## config.mk

```make
export PLATFORM = sky130hd
export DESIGN_NAME = updown_sweep_ctrl
export DESIGN_NICKNAME = d
export VERILOG_FILES = /design/src/rtl/updown_sweep_ctrl.sv
export SDC_FILE = /design/constraint.sdc
export NUM_CORES = 1
export LEC_CHECK = 0
export ABC_AREA = 1
export CELL_PAD_IN_SITES_DETAIL_PLACEMENT = 2
export CELL_PAD_IN_SITES_GLOBAL_PLACEMENT = 2
export CORE_MARGIN = 2
export CORE_UTILIZATION = 25
export DETAILED_ROUTE_END_ITERATION = 10
export PLACE_DENSITY = 0.78
export SLEW_MARGIN = 20
export SYNTH_ARGS = -nofsm -noshare
export SYNTH_HDL_FRONTEND = slang
export SYNTH_SLANG_ARGS = --single-unit
```

## constraint.sdc

```tcl
create_clock -name clk -period 1.43 [get_ports clk]
set_input_delay 0.286 -clock clk [delete_from_list [all_inputs] [get_ports clk]]
set_output_delay 0.286 -clock clk [all_outputs]
set_load 0.1 [all_outputs]
```

## src/rtl/updown_sweep_ctrl.sv

```systemverilog
// Sequencer for an up/down counter: clears it, seeks to a low limit, then runs
// N triangular sweeps between low and high limits. Optional UPDOWN_SWEEP_DWELL_EN
// adds a programmable turnaround dwell.
module updown_sweep_ctrl #(
    parameter int CW = 5,
    parameter int SW = 4
) (
    input  logic          clk,
    input  logic          reset,
    input  logic          start,
    input  logic          abort,
    input  logic [CW-1:0] lo_lim,
    input  logic [CW-1:0] hi_lim,
    input  logic [SW-1:0] sweeps,
`ifdef UPDOWN_SWEEP_DWELL_EN
    input  logic [3:0]    dwell,
`endif
    input  logic [CW-1:0] count,
    output logic          up_down,
    output logic          cnt_en,
    output logic          cnt_clr,
    output logic          busy,
    output logic          done,
    output logic          err,
    output logic [SW-1:0] sweep_cnt
);

    typedef enum logic [2:0] {
        S_IDLE,
        S_CLEAR,
        S_SEEK,
        S_UP,
        S_DOWN,
        S_DONE
    } state_t;

    state_t        state_reg;
    logic [CW-1:0] lo_reg;
    logic [CW-1:0] hi_reg;
    logic [SW-1:0] sweeps_reg;
    logic [SW-1:0] sweep_cnt_reg;
    logic [SW-1:0] sweep_next;
    logic          err_reg;
    logic          at_lo;
    logic          at_hi;
    logic          start_ok;
    logic          turn_ok;

    assign at_lo      = (count == lo_reg);
    assign at_hi      = (count == hi_reg);
    assign start_ok   = (lo_lim < hi_lim) && (sweeps != '0);
    assign sweep_next = sweep_cnt_reg + SW'(1);

`ifdef UPDOWN_SWEEP_DWELL_EN
    logic [3:0] dwell_reg;
    logic [3:0] dcnt_reg;

    // A turnaround completes once the limit has been held for dwell+1 cycles.
    assign turn_ok = (dcnt_reg == dwell_reg);

    always_ff @(posedge clk or posedge reset) begin
        if (reset) begin
            dwell_reg <= '0;
            dcnt_reg  <= '0;
        end else begin
            if (state_reg == S_IDLE && start && !abort && start_ok) begin
                dwell_reg <= dwell;
            end
            if (abort || ((state_reg == S_UP || state_reg == S_DOWN) && turn_ok)) begin
                dcnt_reg <= '0;
            end else if ((state_reg == S_UP && at_hi) || (state_reg == S_DOWN && at_lo)) begin
                dcnt_reg <= dcnt_reg + 4'd1;
            end
        end
    end
`else
    assign turn_ok = 1'b1;
`endif

    always_ff @(posedge clk or posedge reset) begin
        if (reset) begin
            state_reg     <= S_IDLE;
            lo_reg        <= '0;
            hi_reg        <= '0;
            sweeps_reg    <= '0;
            sweep_cnt_reg <= '0;
            err_reg       <= 1'b0;
        end else begin
            err_reg <= 1'b0;
            if (abort) begin
                // Abort also swallows a start presented in the same cycle.
                state_reg <= S_IDLE;
            end else begin
                unique case (state_reg)
                    S_IDLE: begin
                        if (start) begin
                            if (start_ok) begin
                                lo_reg        <= lo_lim;
                                hi_reg        <= hi_lim;
                                sweeps_reg    <= sweeps;
                                sweep_cnt_reg <= '0;
                                state_reg     <= S_CLEAR;
                            end else begin
                                err_reg <= 1'b1;
                            end
                        end
                    end
                    S_CLEAR: state_reg <= S_SEEK;
                    S_SEEK: begin
                        if (at_lo) state_reg <= S_UP;
                    end
                    S_UP: begin
                        if (at_hi && turn_ok) state_reg <= S_DOWN;
                    end
                    S_DOWN: begin
                        if (at_lo && turn_ok) begin
                            sweep_cnt_reg <= sweep_next;
                            state_reg     <= (sweep_next == sweeps_reg) ? S_DONE : S_UP;
                        end
                    end
                    S_DONE:  state_reg <= S_IDLE;
                    default: state_reg <= S_IDLE;
                endcase
            end
        end
    end

    always_comb begin
        up_down = 1'b0;
        cnt_en  = 1'b0;
        cnt_clr = 1'b0;
        busy    = 1'b0;
        done    = 1'b0;
        unique case (state_reg)
            S_CLEAR: begin
                cnt_clr = 1'b1;
                busy    = 1'b1;
            end
            S_SEEK: begin
                up_down = 1'b1;
                cnt_en  = !at_lo;
                busy    = 1'b1;
            end
            S_UP: begin
                up_down = 1'b1;
                cnt_en  = !at_hi;
                busy    = 1'b1;
            end
            S_DOWN: begin
                cnt_en  = !at_lo;
                busy    = 1'b1;
            end
            S_DONE:  done = 1'b1;
            default: ;
        endcase
    end

    assign err       = err_reg;
    assign sweep_cnt = sweep_cnt_reg;

endmodule

```

* After elaboration in Yosys (flattened, before gate mapping)
Cells that the tools add are included. Widths: inputs -> output; s select.
Storage, ports and cells: output and inout bits 10, register bits after elaboration 22, input bits 23, word-level logic and storage cells 58
Cells by class: muxes and demuxes 21, bitwise operators 1, add/sub/neg operators 1, equal/unequal tests 16, reduce and logical (&&, ||, !) cells 12, $lt $le $gt $ge 1
Operators by type and width (number):
- $mux 3 | 7
- $ne 3x3->1 const B | 5
- $pmux 3 s5 | 1
- $mux 4 | 3
- $eq 5x5->1 | 2
- $reduce_and 5->1 | 2
- $mux 1 | 8
- $pmux 4 s2 | 1
- $eq 3x2->1 const B | 2
- $eq 3x3->1 const B | 2
- $ne 2x2->1 const B | 3
- $lt 5x5->1 | 1
- $add 4x1->4 const B | 1
- $eq 4x4->1 | 1
- $reduce_and 4->1 | 1
- $reduce_bool 4->1 | 1
- $reduce_or 2->1 | 2
- $reduce_or 4->1 | 1
- $eq 3x1->1 const B | 1
- $logic_not 3->1 | 1
- $logic_not 1->1 | 2
- $pmux 1 s2 | 1
- $reduce_bool 2->1 | 1
- $logic_and 1x1->1 | 1
- $not 1->1 | 1

* Longest topological paths before layout
depth after elaboration 6, mapped depth 12, mapped depth without buffers 12

* Worst setup path before layout
Ideal clock, no wire load.
kind register -> output, from reg state_reg[1], to out busy, data arrival time 2760 ps, cell stages (with the launch flop) 6, buffers on the path 0, slack -1616 ps, cell sequence dfrtp_1 inv_1 nand2_1 nor2_1 inv_1 nand3_1
On the way: cells in the longest elaborated chain, start to end 3
RTL lines:
- start: declaration | line 37 | state_t state_reg;
- start signal: assignment | line 118 | state_reg <= (sweep_next == sweeps_reg) ? S_DONE : S_UP;
- $eq 3x3->1 (tied with other cells) | line 134 | unique case (state_reg)
- $reduce_or 4->1 (no source line) (*)
- $mux 1 (*) | line 134
- end: declaration | line 22 | output logic busy,
Mark *: on every way between the ends. The rest lies on a longest branch, timed or not.

* Worst setup path in the final report
from reg lo_reg[1], to out cnt_en
On the way: cells in the longest elaborated chain, start to end 3
RTL lines:
- start: declaration | line 38 | logic [CW-1:0] lo_reg;
- start signal: assignment | line 98 | lo_reg <= lo_lim;
- $eq 5x5->1 | line 49 | assign at_lo = (count == lo_reg);
- $logic_not 1->1 | line 141, 150
- $pmux 1 s2 | line 134
- end: declaration | line 20 | output logic cnt_en,
No other way between the ends.

==> run_results.csv <==
group,metric,value,unit
run_status,outcome,"complete, but fails checks",
run_status,violations,"setup timing",
setup_path,crit_chain,"nand2_2 -> inv_2 -> nor2_2 -> nor2_1 -> nand3_2 -> nand2_4 -> nand2_8 -> buf_12",
clocking,path_clk_slew,0.09,ns
logic_synthesis,synth_xor_area_share,2.254,%
logic_synthesis,synth_nets,249,
setup_path,cpPeakStageDelay,0.43,ns
timing,fin_crit,1.881,ns
place,gp_congestion,0.7551,
floorplan,core_area,5956,um2
logic_synthesis,syn_area,1554,um2
drt,drtPass1Iterations,4,
setup_path,startpoint,"lo_reg[1]$_DFFE_PP0P_",
cells_and_area,final_common_cell,"nand2_1",
clocking,cts_tree,"built",
cells_and_area,multi_input_area,1244,um2
cells_and_area,final_cell_mix,"39 x nand2_1, 37 x buf_4, 27 x inv_1",
power,powerDensity,1153,nW/um2
cells_and_area,areaGrowthSynthToFinish,102.3,%
global_routing,grt_max_degree,23,
cells_and_area,drive_gt1_share,60.00,%
clocking,clkLatencyLatePin,0.27,ns
floorplan,fp-row-count,28,
floorplan,start_util,26.09,%
drt,wirelength,8.705,mm
setup_path,path_buf_inv,2,
clocking,clkSinkCount,22,
place,port_buffers,32,
place,dp_slack,-0.8625,ns
power,ir_worst_vdd,519.4,uV
timing,slew_headroom,76.50,%
setup_path,start_kind,"flip-flop",
logic_synthesis,synth_fa_ha_area_share,4.026,%
drt,viasPerCell,4.762,
job,maxCapViolations,0,
cells_and_area,nets,344,
floorplan,die_x,82.84,um
floorplan,dieArea,6862,um2
timing,rsz0062_at_grt,"yes",
setup_path,crit_family,"simple AND/OR/NAND/NOR gates",
logic_synthesis,synth-compound-area-share,11.11,%
timing,hold_viol,0,
logic_synthesis,synth_top_family_by_area,"simple AND/OR/NAND/NOR gates",
logic_synthesis,seq_area_frac_synth,35.43,%
global_routing,track_usage,22.83,%
clocking,htreeDepth,1,
floorplan,die-height,82.84,um
cells_and_area,finalNonFillerCells,390,
power,report.power.total,3.624,mW
timing,worst_slew_pin_slew,0.3512,ns
timing,fmax,531.5,MHz
logic_synthesis,synthSimpleGateAreaFrac,35.10,%
timing,tns,-5.157,ns
drt,drt_iter0_drc,50,
cells_and_area,antenna_cells,0,
timing,drv_slew,0,
drt,drtAntennaViolNets,0,
timing,period_share,131.6,%
timing,finalWorstSetupSlack,-0.4514,ns
clocking,cts_buffer_depth,2,
place,place_area,2440,um2
setup_path,critPathRequiredTime,1.14,ns
setup_path,worstSetupEndpointType,"primary output",
min_path,hold_path.class,"in -> reg",
setup_path,path_max_fanout,3,
timing,timing.clock.skew,0.003079,ns
clocking,clock-root-buffer,"clkbuf_8",
cells_and_area,n_fill_cell,615,
setup_path,critPathSlowestCell,"dfrtp_2",
logic_synthesis,syn_avg_cell_area,7.032,um2
logic_synthesis,ys_types,25,
place,hpwl,4.353,mm
setup_path,arrival,1.60,ns
min_path,hold_path_startpoint,"lo_lim[4]",
drt,remaining_drc_errors,0,
logic_synthesis,ys_warn_count,0,
clocking,cts_buffers,3,
drt,routedWlPerCell,22.32,um
cells_and_area,seqCellArea,560.5,um2
global_routing,grt_overflow,0,
floorplan,io_pins,33,
global_routing,grt_pass1_wl,12.30,mm
logic_synthesis,ys_ff_latch,22,
global_routing,grt_pass1_vias,2159,
logic_synthesis,synth_mux_area_share,0,%
power,leakage,1.504,nW
place,dpl.cell_count,357,
setup_path,path_class,"reg -> out",
logic_synthesis,syn_inst,221,
setup_path,r2r_start,"lo_reg[1]$_DFFE_PP0P_",
drt,vias,1857,
cells_and_area,fin_area,3143,um2
global_routing,antenna_found_initial,0,
timing,finalSetupViolCount,26,
## metrics by stage
stage	hold WS [ns]	util [%]
3_3_place_gp	0.4920	40.97
3_5_place_dp	0.5023	40.97
2_1_floorplan	0.2749	-
4_1_cts	0.2967	49.58
5_1_grt	0.3325	52.77
6_report	0.3218	52.77
## cell type report
| cell class | count | share of cell area (%) |
|---|---|---|
| sequential | 22 | 17.83 |
| inverter | 44 | 5.892 |
| multi-input combinational | 153 | 39.57 |
| timing repair buffer | 92 | 32.28 |
| clock buffer | 4 | 1.433 |
| tap | 75 | 2.986 |
## timing repair
| item | CTS | global route |
|---|---|---|
| hold buffers | 0 | 0 |
| resized for setup | 110 | 37 |
| gates cloned | 4 | 0 |
| endpoints found under the setup margin | 27 | 27 |
| setup buffers | 17 | 10 |
| pin swaps | 30 | 29 |
## report_power, final
group,total (mW),leakage [nW],internal [mW],switching (mW)
clock network,0.440,0.0228,0.200,0.241
logic,2.19,1.22,1.02,1.17
registers,0.995,0.266,0.791,0.204
total,3.62,1.50,2.01,1.62
## worst min-delay path, cell delays in order
cell and delay (ns):
buf_4 0.13, inv_1 0.08, o21ai_2 0.06
## cell usage after synthesis
cell type | number | area [um2]
nor2_2 | 5 | 31.28
xnor2_1 | 3 | 26.28
a21oi_1 | 4 | 20.02
o21ai_2 | 10 | 87.58
ha_1 | 5 | 62.56
dfrtp_1 | 22 | 550.5
clkinv_1 | 1 | 3.750
nand3b_1 | 1 | 7.510
buf_6 | 2 | 22.52
o21ai_0 | 1 | 5.000
nand4_1 | 5 | 31.28
inv_2 | 6 | 22.52
o21bai_1 | 1 | 7.510
inv_1 | 37 | 138.9
nand2_2 | 2 | 12.51
nand3b_2 | 1 | 11.26
nand3_1 | 12 | 60.06
nand3_2 | 1 | 10.01
nand3b_4 | 1 | 20.02
xor2_1 | 1 | 8.760
nor2_4 | 1 | 11.26
a21oi_2 | 6 | 52.55
nand2_1 | 70 | 262.8
nor3_1 | 1 | 5.000
nor2_1 | 22 | 82.58
## metal layers
metal / part of all wire [%] / track usage, % / vias to the layer above
met1: 41 / 27.42 / 929
li1: - / - / 866
met3: 2.8 / 2.783 / 23
met2: 54 / 43.55 / 39
met4: 2.6 / 4.173 / 0
met5: 0 / 0 / -
## final timing paths
path	endpoint	depth (start not counted)	slack, ns
worst max-delay path	cnt_en	8	-0.45
worst min-delay path	lo_reg[4]$_DFFE_PP0P_	3	0.32
worst max register to register	state_reg[2]$_DFFE_PP0P_	11	-0.34
worst min register to register	hi_reg[1]$_DFFE_PP0P_	2	0.56
max in group asynchronous	lo_reg[1]$_DFFE_PP0P_	3	0.80
min in group asynchronous	hi_reg[0]$_DFFE_PP0P_	3	0.36
## cell families after synthesis
family,count (synthesis)
flip-flops,22
AO/OA/AOI/OAI,22
XOR/XNOR,4
AND/OR/NAND/NOR,122
adder cells (fa/ha/maj),5
buffers and inverters,46
(Power assumes the default switching activity.)
==> RTL change 1: new RTL, same settings <==
Add a define of `UPDOWN_SWEEP_DWELL_EN`.
--- a/src/rtl/updown_sweep_ctrl.sv
+++ b/src/rtl/updown_sweep_ctrl.sv
@@ -2,4 +2,6 @@
 // N triangular sweeps between low and high limits. Optional UPDOWN_SWEEP_DWELL_EN
 // adds a programmable turnaround dwell.
+`define UPDOWN_SWEEP_DWELL_EN
+
 module updown_sweep_ctrl #(
     parameter int CW = 5,
Ports: changed (added dwell); port bits go from 33 to 37. No check against the original RTL was run, so the function may have changed too.
==> RTL change 1 against the unedited design <==
- the run still ends with setup timing left
- final area grew 20%
- sequential cell count increased by 8
- hold slack got worse by 0.052 ns
- setup slack improved by 0.0022 ns
- global-route usage grew 1.4 points
- die area increased by 21%
- via count is 28% higher
- non-clock buffer count up 13
- maximum frequency is 0.12% higher
- sequential power grew 48%
- combinational power rose by 66%
- power increased by 66%
- area after synthesis grew 23%
- routed wire length rose by 37%
- largest cell class unchanged
- highest routed layer unchanged
==> RTL change 1: results (changes against the unedited design) <==
| Metric | Value |
|---|---|
| Status | `finished with violations` |
| Failing checks | `setup timing` |
| CTS H-tree depth | `2 (+1)` |
| Via density | `4.89 (+2.7%)` |
| Layout Nets | `420 (+22%)` |
| Setup ws final | `-0.449 ns (+0.00224 ns)` |
| Grt met2 use | `46.2% (+2.6 points)` |
| DRT Pass-1 Iters | `4 (unchanged)` |
| Met3 Usage GRT | `3.57% (+0.79 points)` |
| Syn nets | `305 (+22%)` |
| FF-to-FF End | `sweep_cnt[2]` |
| R2R cell count | `7 (-4)` |
| Sequential area share after synthesis | `39.4% (+4.0 points)` |
| Dpl ws | `-1.00 ns (-0.139 ns)` |
| Clk_skew | `0.0105 ns (+0.00745 ns)` |
| Port Buffers | `36 (+13%)` |
| Worst-Margin Slew | `0.325 ns (-0.0257 ns)` |
| Synth cell count leaders | `91 x nand2_1, 50 x inv_1, 30 x dfrtp_1` |
| WL met1 | `4870 µm (+38%)` |
| Clock Tree Buf Depth | `2 (unchanged)` |
| Met1 usage in global routing | `28.2% (+0.73 points)` |
| Met2 wire len | `6220 µm (+33%)` |
| Critical path class | `reg -> reg` |
| Placed cell area | `2980 µm² (+22%)` |
| GP Congestion | `0.773 (+2.4%)` |
| Leakage power | `0.00181 µW (+20%)` |
| First-pass GRT wire length | `15300 µm (+25%)` |
| Final WL | `11900 µm (+37%)` |
| Setup TNS | `-12.42 ns (-7.27 ns)` |
| Inst Count DP | `451 (+26%)` |
| Pin count of the biggest net entering global routing | `31 (+35%)` |
| Skew-Pair Late Insertion Delay | `0.30 ns (+0.03 ns)` |
| GRT Resource Usage Total | `24.2% (+1.4 points)` |
| DP HPWL | `5310 µm (+22%)` |
| WL met3 | `489 µm (+100%)` |
| Critical path origin | `state_reg[2]` |
| Diode count | `0 (unchanged)` |
| Iteration-0 DRC Markers | `173 (+250%)` |
| Fill count | `771 (+25%)` |
| Post-Synthesis Cells | `272 (+23%)` |
| Share of layout cells above drive strength 1 | `57.7% (-2.3 points)` |
| Via count | `2382 (+28%)` |
| Post-synthesis cell type count | `24 (-4.0%)` |
| Initial antenna violation count | `0 (unchanged)` |
| Number of global-route vias before repair | `2686 (+24%)` |
| Worst-path clk slew | `0.08 ns` |
| Worst-path fanout max | `5 (+2)` |
| Final setup fails | `35 (+35%)` |
| Num CTS Buffers | `5 (+2)` |
| Max VDD drop | `0.864 mV (+66%)` |
| Dominant cells by area after synthesis | `dfrtp_1 39%, nand2_1 18%, inv_1 9.9%, nor2_1 5.1%, nand3_1 4.7%` |
| CP Data Arrival Time | `2.07 ns (+0.47 ns)` |
-- RTL change 1: worst min-delay path by stage --
| stage | start | to | slack, ns | depth (start not counted) |
|---|---|---|---|---|
| after floorplan | reset | dcnt_reg[0] | 0.38 | 1 |
| after global placement | sweeps_reg[1] | sweeps_reg[1] | 0.49 | 2 |
| after detailed placement | lo_reg[3] | lo_reg[3] | 0.51 | 2 |
| after CTS | hi_lim[4] | hi_reg[4] | 0.28 | 3 |
| after global routing | hi_lim[4] | hi_reg[4] | 0.28 | 3 |
| final | hi_lim[4] | hi_reg[4] | 0.27 | 3 |
-- RTL change 1: repair_timing --
item	in CTS	in global routing
hold endpoints to repair	0	0
setup buffers	12	13
resized for setup	115	62
pin swaps	38	37
gates cloned	6	2
endpoints found under the setup margin	35	36
-- RTL change 1: critical path, stage by stage, from the launching register on --
cell and delay, ns:
dfrtp_2 0.46, buf_6 0.13, buf_6 0.11, nor3_4 0.32, nand3_4 0.18, or2_4 0.37, nand2_4 0.10, o22ai_1 0.08
-- RTL change 1: report_power, final --
part | internal (µW) | total, µW | switching, µW
Clock | 513 | 906 | 392
Sequential | 1140 | 1470 | 330
Combinational | 1500 | 3640 | 2140
-- RTL change 1: area by class of cell --
cell class,count,area (µm²),share of cell area (%)
multi-input combinational,195,1520,40.3
clock buffer,5,68.8,1.83
sequential,30,764,20.3
timing repair buffer,105,1040,27.8
inverter,50,205,5.45
tap,99,124,3.29
clock inverter,3,40.0,1.06
-- RTL change 1: logic make-up after synthesis --
kind of cell / synth area share (%)
AND/OR/NAND/NOR: 31.6
buffers and inverters: 11.7
AO/OA/AOI/OAI: 10.6
flip-flops: 39.4
XOR/XNOR: 2.76
adder cells (fa/ha/maj): 3.94
==> RTL change 2: new RTL, config.mk and constraints unchanged <==
Made on the original files. Re-encode `state_t` (6 states) as one-hot, 6 bits wide.
--- a/src/rtl/updown_sweep_ctrl.sv
+++ b/src/rtl/updown_sweep_ctrl.sv
@@ -26,11 +26,11 @@
 );
 
-    typedef enum logic [2:0] {
-        S_IDLE,
-        S_CLEAR,
-        S_SEEK,
-        S_UP,
-        S_DOWN,
-        S_DONE
+    typedef enum logic [5:0] {
+        S_IDLE  = 6'b000001,
+        S_CLEAR = 6'b000010,
+        S_SEEK  = 6'b000100,
+        S_UP    = 6'b001000,
+        S_DOWN  = 6'b010000,
+        S_DONE  = 6'b100000
     } state_t;
 
Behaviour: same outputs for any inputs over 10 cycles, from zero or initial values and one cycle with reset high; not proved beyond that.
==> RTL change 2 against the unedited design <==
- the run still ends with setup timing left
- area after synthesis is 3.4% higher
- sequential cell count is 3 higher
- critical path depth is 1 lower
- final area is 0.40% lower
- count of clock-buffer cells in the layout stayed put
- sequential power is 19% higher
- sequential share of layout area is 2.5 points higher
- power is 6.5% higher
- setup slack better by 0.025 ns
- routed wire length is 8.6% lower
- register-to-register slack worse by 0.02 ns
- largest power group unchanged
==> RTL change 2: results (changes against the unedited design) <==
| Metric | Value |
|---|---|
| Status | `finished with violations` |
| Failing checks | `setup timing` |
| Number of global-route vias before repair | `2203 (+2.0%)` |
| Syn nets | `252 (+1.2%)` |
| Setup ws final | `-0.426 ns (+0.0250 ns)` |
| Clk_skew | `0.00658 ns (+0.00351 ns)` |
| Leakage power | `0.00156 µW (+3.5%)` |
| First-pass GRT wire length | `11600 µm (-5.4%)` |
| Slew margin rel. | `81.9% (+5.4 points)` |
| Dominant cells by area after synthesis | `dfrtp_1 37%, nand2_1 16%, inv_1 9.3%, nor2_1 6.1%, nand3_1 5.3%` |
| Max VDD drop | `0.612 mV (+18%)` |
| Sequential area share after synthesis | `39.0% (+3.6 points)` |
| R2R cell count | `9 (-2)` |
| Worst path max stage delay | `0.45 ns (+0.02 ns)` |
| CP Data Arrival Time | `1.57 ns (-0.03 ns)` |
| Iteration-0 DRC Markers | `34 (-32%)` |
| Final setup fails | `30 (+15%)` |
| Worst reg-to-reg setup slack | `-0.36 ns (-0.02 ns)` |
| DP HPWL | `4560 µm (+4.7%)` |
| FF-to-FF End | `hi_reg[2]` |
| Share of layout cells above drive strength 1 | `56.0% (-4.0 points)` |
| Final WL | `7950 µm (-8.6%)` |
| Hold EP | `hi_reg[4]` |
| Synth cell count leaders | `70 x nand2_1, 40 x inv_1, 26 x nor2_1` |
| Hold depth | `4 (+1)` |
| Hold Startpoint | `hi_lim[4]` |
| Fill count | `677 (+10%)` |
| Layout Nets | `356 (+3.5%)` |
| Pin count of the biggest net entering global routing | `26 (+13%)` |
-- RTL change 2: changes by cell type after synthesis, sizes merged, moves of 2 or more --
| cell | delta |
|---|---|
| nand3 | +6 |
| nand2 | -2 |
| nor2 | +2 |
| a21oi | -3 |
| dfrtp | +2 |
| nand3b | -3 |
-- RTL change 2: worst max path at each step --
stage / cells after the start / endpoint / from
floorplan: 6 / state_reg[0] / state_reg[0]
global placement: 12 / lo_reg[2] / hi_lim[4]
detailed placement: 12 / lo_reg[4] / hi_lim[4]
CTS: 7 / cnt_en / state_reg[5]
global route: 6 / cnt_en / state_reg[1]
finish: 7 / cnt_en / state_reg[5]
-- RTL change 2: where the power goes --
| part | internal [µW] | total (µW) | leakage [µW] | switching [µW] |
|---|---|---|---|---|
| clock network | 200 | 445 | 0.0000228 | 246 |
| logic | 1070 | 2230 | 0.00123 | 1160 |
| registers | 940 | 1180 | 0.000306 | 243 |
| total | 2210 | 3860 | 0.00156 | 1650 |
-- RTL change 2: logic make-up (layout without fill, tap and decap cells) --
group                    count (synthesis)  in the layout  synth area share [%]
adder cells (fa/ha/maj)                  5              5                  3.89
buffers and inverters                   44            147                  11.4
AND/OR/NAND/NOR                        127            127                  34.3
XOR/XNOR                                 4              4                  2.18
AO/OA/AOI/OAI                           19             19                  9.27
flip-flops                              25             25                  39.0
-- RTL change 2: through the flow --
stage / hold WS (ns) / cell area, µm² / instances / worst slack, ns / setup TNS (ns)
floorplan: 0.312 / 1760 / 224 / -0.738 / -3.11
global placement: 0.493 / 2620 / 377 / -0.808 / -18.83
detailed placement: 0.513 / 2620 / 377 / -0.869 / -20.38
CTS: 0.363 / 3020 / 398 / -0.408 / -6.24
global route: 0.365 / 3130 / 404 / -0.502 / -10.85
finish: 0.360 / 3130 / 404 / -0.426 / -8.88
-- RTL change 2: timing repair --
| item | in CTS | in global routing |
|---|---|---|
| gates cloned | 1 | 0 |
| setup endpoints to repair | 30 | 30 |
| hold buffers | 0 | 0 |
| pin swaps | 33 | 18 |
| buffers inserted | 18 | 7 |
| resized for setup | 95 | 18 |
-- RTL change 2: layout make-up --
class / count / share of cell area, %
clock buffer: 4 / 1.44
timing repair buffer: 101 / 32.4
multi-input combinational: 155 / 37.1
tap: 77 / 3.08
inverter: 42 / 5.60
sequential: 25 / 20.4
-- RTL change 2: routing by layer --
layer	wire, µm	GRT usage [%]	up-vias
li1	-	-	899
met1	2940	23.7	939
met2	4580	41.9	44
met3	127	1.47	20
met4	304	5.72	0
met5	0	0	-
-- RTL change 2: worst min-delay path: stages --
cell,delay [ns]
buf_4,0.13
inv_8,0.05
buf_4,0.09
o21ai_2,0.05
